[config.mk]
export PLATFORM = sky130hd
export DESIGN_NAME = mul_unit
export DESIGN_NICKNAME = d
export VERILOG_FILES = /design/src/rtl/mul_unit.sv
export SDC_FILE = /design/constraint.sdc
export NUM_CORES = 1
export LEC_CHECK = 0
export CORE_ASPECT_RATIO = 0.6
export CORE_MARGIN = 5
export CORE_UTILIZATION = 45
export DETAILED_ROUTE_END_ITERATION = 10
export DONT_BUFFER_PORTS = 1
export MAX_ROUTING_LAYER = met4
export PLACE_DENSITY = 0.66
export SLEW_MARGIN = 10
export SYNTH_ARGS = -nofsm -noshare
export SYNTH_HDL_FRONTEND = slang
export SYNTH_SLANG_ARGS = --single-unit
[constraint.sdc]
create_clock -name clk -period 20.2 [get_ports clk]
set_input_delay 2.02 -clock clk [delete_from_list [all_inputs] [get_ports clk]]
set_output_delay 2.02 -clock clk [all_outputs]
set_load 0.05 [all_outputs]
[src/rtl/mul_unit.sv]
// rtl/mul_unit.sv - iterative RV32M multiplier (MUL/MULH/MULHSU/MULHU) driving the EX-stage Mul stall.
// Optional macro MUL_EARLY_OUT_EN ends the iteration once the remaining multiplier is zero.
module mul_unit #(
  parameter int XLEN = 32,
  parameter int STEP = 4
) (
  input  logic            clk,
  input  logic            rst,
  input  logic            MulReqE,
  input  logic [1:0]      MulOpE,
  input  logic [XLEN-1:0] SrcAE,
  input  logic [XLEN-1:0] SrcBE,
  input  logic            FlushE,
  output logic            Mul,
  output logic            MulDoneE,
  output logic [XLEN-1:0] MulResultE
);

  localparam int ITER = XLEN / STEP;
  localparam int CW   = (ITER > 1) ? $clog2(ITER) : 1;

  typedef enum logic [1:0] {IDLE, BUSY, DONE} state_t;

  state_t            state, stateNext;
  logic [XLEN:0]     mcand, mplier;
  logic              negRes;
  logic [1:0]        op;
  logic [2*XLEN-1:0] acc;
  logic [CW-1:0]     cnt;
  logic [XLEN-1:0]   result;
  logic              accept;

  logic [XLEN:0]     extA, extB, magA, magB;
  logic [2*XLEN-1:0] pp, accNext, prodFinal;
  logic [XLEN:0]     mplierNext;
  logic              lastIter;

  // Operands are extended to XLEN+1 bits so one unsigned datapath covers all four ops.
  always_comb begin
    extA = (MulOpE == 2'b01 || MulOpE == 2'b10) ? {SrcAE[XLEN-1], SrcAE} : {1'b0, SrcAE};
    extB = (MulOpE == 2'b01) ? {SrcBE[XLEN-1], SrcBE} : {1'b0, SrcBE};
    magA = extA[XLEN] ? -extA : extA;
    magB = extB[XLEN] ? -extB : extB;
  end

  always_comb begin
    pp = ({{(XLEN-1){1'b0}}, mcand} * {{(2*XLEN-STEP){1'b0}}, mplier[STEP-1:0]})
         << (int'(cnt) * STEP);
    accNext    = acc + pp;
    prodFinal  = negRes ? -accNext : accNext;
    mplierNext = mplier >> STEP;
`ifdef MUL_EARLY_OUT_EN
    lastIter = (cnt == CW'(ITER-1)) || (mplierNext == '0);
`else
    lastIter = (cnt == CW'(ITER-1));
`endif
  end

  always_comb begin
    stateNext = state;
    Mul       = 1'b0;
    MulDoneE  = 1'b0;
    accept    = 1'b0;
    case (state)
      IDLE: begin
        accept = MulReqE & ~FlushE;
        Mul    = accept;
        if (accept) stateNext = BUSY;
      end
      BUSY: begin
        Mul = 1'b1;
        if (FlushE) stateNext = IDLE;
        else if (lastIter) stateNext = DONE;
      end
      DONE: begin
        MulDoneE  = 1'b1;
        stateNext = IDLE;
      end
      default: stateNext = IDLE;
    endcase
    // Stall and done are suppressed for the whole reset cycle, not just after the edge.
    if (rst) begin
      Mul      = 1'b0;
      MulDoneE = 1'b0;
      accept   = 1'b0;
    end
  end

  assign MulResultE = rst ? '0 : result;

  always_ff @(posedge clk) begin
    if (rst) begin
      state  <= IDLE;
      mcand  <= '0;
      mplier <= '0;
      negRes <= 1'b0;
      op     <= '0;
      acc    <= '0;
      cnt    <= '0;
      result <= '0;
    end else begin
      state <= stateNext;
      if (accept) begin
        mcand  <= magA;
        mplier <= magB;
        negRes <= extA[XLEN] ^ extB[XLEN];
        op     <= MulOpE;
        acc    <= '0;
        cnt    <= '0;
      end else if (state == BUSY && !FlushE) begin
        acc    <= accNext;
        mplier <= mplierNext;
        cnt    <= cnt + 1'b1;
        if (lastIter)
          result <= (op == 2'b00) ? prodFinal[XLEN-1:0] : prodFinal[2*XLEN-1:XLEN];
      end
    end
  end

endmodule

==> results of run 1 <==
## stage by stage
step | power, mW | setup slack, ps | hold slack, ps | area [sq um] | utilization, %
after detailed placement | 0.584 | 9820 | 422 | 19600 | 46.5
after CTS | 0.955 | 9760 | 436 | 20200 | 48.0
final | 0.959 | 9350 | 433 | 20200 | 48.1
after floorplan | 0.523 | 12220 | 410 | 19300 | -
after global placement | 0.582 | 9820 | 419 | 19600 | 46.5
after global routing | 0.996 | 8940 | 459 | 20200 | 48.1
## routing by layer
| metal | part of all wire (%) | vias up | GRT usage (%) |
|---|---|---|---|
| li1 | - | 9361 | - |
| met1 | 49 | 9539 | 43.3 |
| met2 | 38 | 896 | 37.1 |
| met3 | 11 | 73 | 8.64 |
| met4 | 1.6 | 0 | 5.22 |
| met5 | 0 | - | - |
## sequential cells by signal (all words and copies together) (netlist names)
| name | cells |
|---|---|
| cnt | 3 |
| state | 2 |
| mcand | 33 |
| acc | 64 |
| negRes | 1 |
| op | 2 |
| mplier | 33 |
| result | 32 |
## power breakdown
| group | total [mW] | switching [mW] | internal (mW) | leakage (nW) |
|---|---|---|---|---|
| clock | 0.373 | 0.198 | 0.175 | 0.307 |
| combinational | 0.229 | 0.153 | 0.0762 | 6.57 |
| sequential | 0.357 | 0.0122 | 0.345 | 1.38 |
## cell type report
class | count | area share [%]
flip-flops and latches | 170 | 16.8
clock buffers | 17 | 2.10
multi-input cells | 2230 | 72.6
inverters | 163 | 3.02
diodes | 3 | 0.0371
repair buffers | 22 | 0.816
clock inverters | 15 | 1.07
well taps | 570 | 3.53
## cell usage in the layout, fill, tap and decap left out, types with 45 or more instances in the layout
cell and n:
a211oi_1 45, a21o_1 50, a21oi_1 251, and2_1 122
dfxtp_1 168, fa_1 63, ha_1 110, inv_1 163
nand2_1 402, nor2_1 237, nor3_1 56, o21ai_0 144
xnor2_1 91, xor2_1 67
## final timing paths
| kind | end | from | slack (ps) | depth (start not counted) |
|---|---|---|---|---|
| hold reg to reg | mplier[32]$_SDFFE_PP0P_ | mplier[32]$_SDFFE_PP0P_ | 430 | 2 |
| hold / removal | mplier[32]$_SDFFE_PP0P_ | mplier[32]$_SDFFE_PP0P_ | 430 | 2 |
| setup reg to reg | result[30]$_SDFFE_PP0P_ | mplier[3]$_SDFFE_PP0P_ | 9350 | 30 |
| setup / recovery | result[30]$_SDFFE_PP0P_ | mplier[3]$_SDFFE_PP0P_ | 9350 | 30 |
## tightest hold or removal path: stages (launching register included)
cell and delay [ps]:
dfxtp_1 320, nand2_1 50, nor2_1 30
## cell families after synthesis
group / after synthesis / synth area share, %
simple gates: 1088 / 27.1
buf+inv: 320 / 6.31
compound gates: 760 / 25.3
xor+xnor: 158 / 7.18
fa+ha+maj: 173 / 13.7
flops: 170 / 17.7
mux: 51 / 2.78
## synthesized netlist by cell type, types with 13 or more instances
cell type	count	area share, %
mux2i_1	40	2.1
nand4_1	29	0.94
clkbuf_1	136	2.6
fa_1	63	6.5
or3_1	34	1.1
buf_1	13	0.25
nand2_1	403	7.8
nor2b_1	44	1.4
o21bai_1	16	0.62
a31oi_1	19	0.62
nor2_1	238	4.6
xor2_1	67	3.0
and2_1	123	4.0
nor3_1	57	1.5
inv_1	163	3.2
a21o_1	50	1.9
a211oi_1	45	1.8
nor4_1	27	0.88
o21a_1	17	0.66
nand2b_1	20	0.65
ha_1	110	7.1
xnor2_1	91	4.1
a21oi_1	251	6.5
dfxtp_1	170	18
a311oi_1	44	2.0
nand3_1	35	0.91
and3_1	22	0.71
o21ai_0	144	3.7
o31ai_1	28	1.1
o22ai_1	20	0.65
==> results.toml, run 1 <==
[worst_setup_path]
cp.arrival_ps = 11230
worstSetupPathType = "reg2reg"
path_max_fanout = 34
start_kind = "flip-flop"
cp_slowest_cell = "dfxtp_1"
cp_slowest_stage_delay_ps = 980
end_kind = "flip-flop"
worstPathBufferInverterCount = 1
cpLargestDelayFamily = "compound AO/OA/AOI/OAI gates"
crit_required_ps = 20580

[die]
coreArea_sq_um = 42100
die_h_um = 170
dieArea_sq_um = 47200
rows = 58
start_util_pct = 45.8
fp.dieW_um = 277
io_pins = 104

[place]
port_buffers = 0
place_congestion = 1.06
placed_cells = 3155
dp_hpwl_um = 54000

[synthesis]
syn_area_sq_um = 19300
yosysSeqAreaShare_pct = 17.7
synth_edf_count = 0
synth_warnings = 0
syn_nets = 2963
syn_inst = 2720
synth_cell_type_count = 90
ys_ff_latch = 170
synthFlopType = "dfxtp_1"
synth_async_sr_flop_share_pct = 0
avgSynthCellArea_sq_um = 7.09

[clock_network]
post_cts_resized = 0
cts_setup_buffers = 0
htreeDepth = 4
cts-root-buf = "clkbuf_16"
clock_latency_ps = 480
holdBufCountCts = 0
numCtsBuffers = 17
clk_pin_slew_worst_paths_ps = 90
cts_tree = "done"
numClockSinks = 170
cts_buffer_depth = 2

[cells_and_area]
fill_cells = 4243
drive_above_1_share_pct = 3.74
fin_nets = 2847
syn_to_final_growth_pct = 4.97
regArea_sq_um = 3410
fin_cells = 3190
multi_input_area_sq_um = 14700

[sta]
fin_crit_ps = 10850
fin_skew_ps = 24.2
fmax_mhz = 92.2
hold_viol_final = 0
rsz0062_at_grt = "false"
slew_headroom_pct = 20.0
period_share_pct = 53.7
tightest_slew_ps = 1200
setup_viol = 0
drv_slew = 0
finalSetupTns_ps = 0

[grt]
grt_overflow = 0
grt_max_degree = 111
antenna_found_initial = 3
grt_pass1_vias = 17800
grt_usage_pct = 28.6
grt_pass1_wl_um = 105000

[drt]
drtPass1Iterations = 8
drtAntennaViolNets = 0
vias = 19900
wl_um = 68200
wl_per_cell_um = 21.4
viasPerCell = 6.23
drtIter0Drc = 2347
drc_errors = 0

[status]
status = "completed"

[flow_run]
cap_violations = 0

[power_and_ir_drop]
power.density_nw_per_um2 = 47.4
p_leak_nw = 8.26
peakVddDrop_mv = 0.0494

[worst_hold_path]
worstHoldPathType = "reg2reg"
Note: power is estimated with default switching activity, not from simulation.
==> run 2, diff against run 1 <==
- clock period: 20.2 -> 10 ns (I/O delays scaled with it)
==> results.toml, run 2 (synthesized netlist as in run 1, its figures left out) <==
[worst_setup_path]
crit_required_ps = 10380
cp.arrival_ps = 9870
start_kind = "flip-flop"
cp_slowest_cell = "or4b_1"
worstPathBufferInverterCount = 1
crit_top_cell = "fa_1"
end_kind = "flip-flop"
cp_slowest_stage_delay_ps = 590
path_max_fanout = 34
worstSetupPathType = "reg2reg"
r2r_cells = 30
cpLargestDelayFamily = "compound AO/OA/AOI/OAI gates"
cp.depth = 30

[sta]
fmax_mhz = 105
hold_viol_final = 0
setup_viol = 0
drv_slew = 0
fin_skew_ps = 21.9
fin_crit_ps = 9490
tightest_slew_ps = 1230
slew_headroom_pct = 17.8
finalSetupTns_ps = 0
period_share_pct = 94.9

[clock_network]
cts_tree = "done"
clock_latency_ps = 470
cts_buffer_depth = 2
numClockSinks = 170
clk_pin_slew_worst_paths_ps = 90
htreeDepth = 4
cts_setup_buffers = 0
cts-root-buf = "clkbuf_16"
numCtsBuffers = 17
holdBufCountCts = 0

[grt]
antenna_found_initial = 0
grt_pass1_vias = 18000
grt_overflow = 0
grt_max_degree = 111
grt_usage_pct = 28.8
grt_pass1_wl_um = 106000

[cells_and_area]
layout_commonest_cell = "nand2_1"
syn_to_final_growth_pct = 6.34
reg.largest.list = "acc x64, mcand x33, mplier x33"
fill_cells = 4215
regArea_sq_um = 3420
fin_nets = 2874
final_cell_mix = "nand2_1 (402), a21oi_1 (251), nor2_1 (237), dfxtp_1 (164), inv_1 (163)"
top_register = "acc"
fin_cells = 3214
multi_input_area_sq_um = 14800
antennaDiodeCount = 0
drive_above_1_share_pct = 5.26
largest_register_ffs = 64

[die]
fp.dieW_um = 277
die_h_um = 170
rows = 58
coreArea_sq_um = 42100
io_pins = 104
start_util_pct = 45.8
dieArea_sq_um = 47200

[status]
status = "completed"

[drt]
drtAntennaViolNets = 0
viasPerCell = 6.22
wl_per_cell_um = 21.3
drtIter0Drc = 2502
vias = 20000
drtPass1Iterations = 5
drc_errors = 0
wl_um = 68500

[place]
place_congestion = 1.05
port_buffers = 0
dp_hpwl_um = 54300
placed_cells = 3182

[flow_run]
cap_violations = 0

[power_and_ir_drop]
power.density_nw_per_um2 = 94.5
p_leak_nw = 8.42
peakVddDrop_mv = 0.0672
power_mw = 1.94

[worst_hold_path]
worstHoldPathType = "reg2reg"
min_path_cells = 2
==> run 2: cell count changes in the layout (fill, tap and decap cells not counted), sizes merged <==
cell	delta
clkinv	+2
diode	-3
inv	-2
buf	+27
==> run 2: stage by stage <==
stage	hold WS, ps	area [sq um]	util (%)	setup slack [ps]
CTS	436	20400	48.5	13.5
detailed placement	422	19800	47.0	-51.1
global placement	420	19800	47.0	97.1
global route	452	20500	48.7	-25.8
floorplan	410	19300	-	2020
finish	434	20500	48.7	511
==> run 2: metal layers <==
| layer | GRT usage, % | routed length [um] | up-vias | part of all wire [%] |
|---|---|---|---|---|
| li1 | - | - | 9426 | - |
| met1 | 45.2 | 33800 | 9615 | 49 |
| met2 | 37.9 | 26700 | 903 | 39 |
| met3 | 6.35 | 7510 | 46 | 11 |
| met4 | 3.89 | 557 | 0 | 0.81 |
| met5 | - | 0 | - | 0 |
==> run 2: what timing repair did <==
item                       4_1_cts  5_1_grt
setup endpoints to repair        6       25
resized for setup                2       18
pin swaps                        0        2
==> run 2: cell type report <==
class | count | share of cell area [%]
multi-input cells | 2230 | 72.0
flip-flops and latches | 170 | 16.7
well taps | 570 | 3.48
inverters | 163 | 2.99
clock buffers | 17 | 2.08
repair buffers | 49 | 1.79
clock inverters | 15 | 1.01
==> run 2: report_power, final <==
group          internal [mW]  leakage (nW)  switching [mW]  total, mW
clock network          0.349         0.304           0.391      0.740
logic                  0.159          6.73           0.314      0.473
registers              0.697          1.38          0.0262      0.723
==> run 2: final timing paths <==
check	from	to	slack, ps
max	mplier[3]$_SDFFE_PP0P_	result[28]$_SDFFE_PP0P_	510
min	mplier[32]$_SDFFE_PP0P_	mplier[32]$_SDFFE_PP0P_	430
max reg2reg	mplier[3]$_SDFFE_PP0P_	result[28]$_SDFFE_PP0P_	510
min reg2reg	mplier[32]$_SDFFE_PP0P_	mplier[32]$_SDFFE_PP0P_	430
==> run 2: worst reg2reg max path: cells and delay by family (launching register included) <==
kind	cells	cell delay [ps]
muxes	1	500
adders and majority gates	4	2030
DFF	1	530
and+or+nand+nor	7	2300
AOI/OAI and AO/OA	15	3580
xor gates and xnor gates	2	420
buffers and inverters	1	70
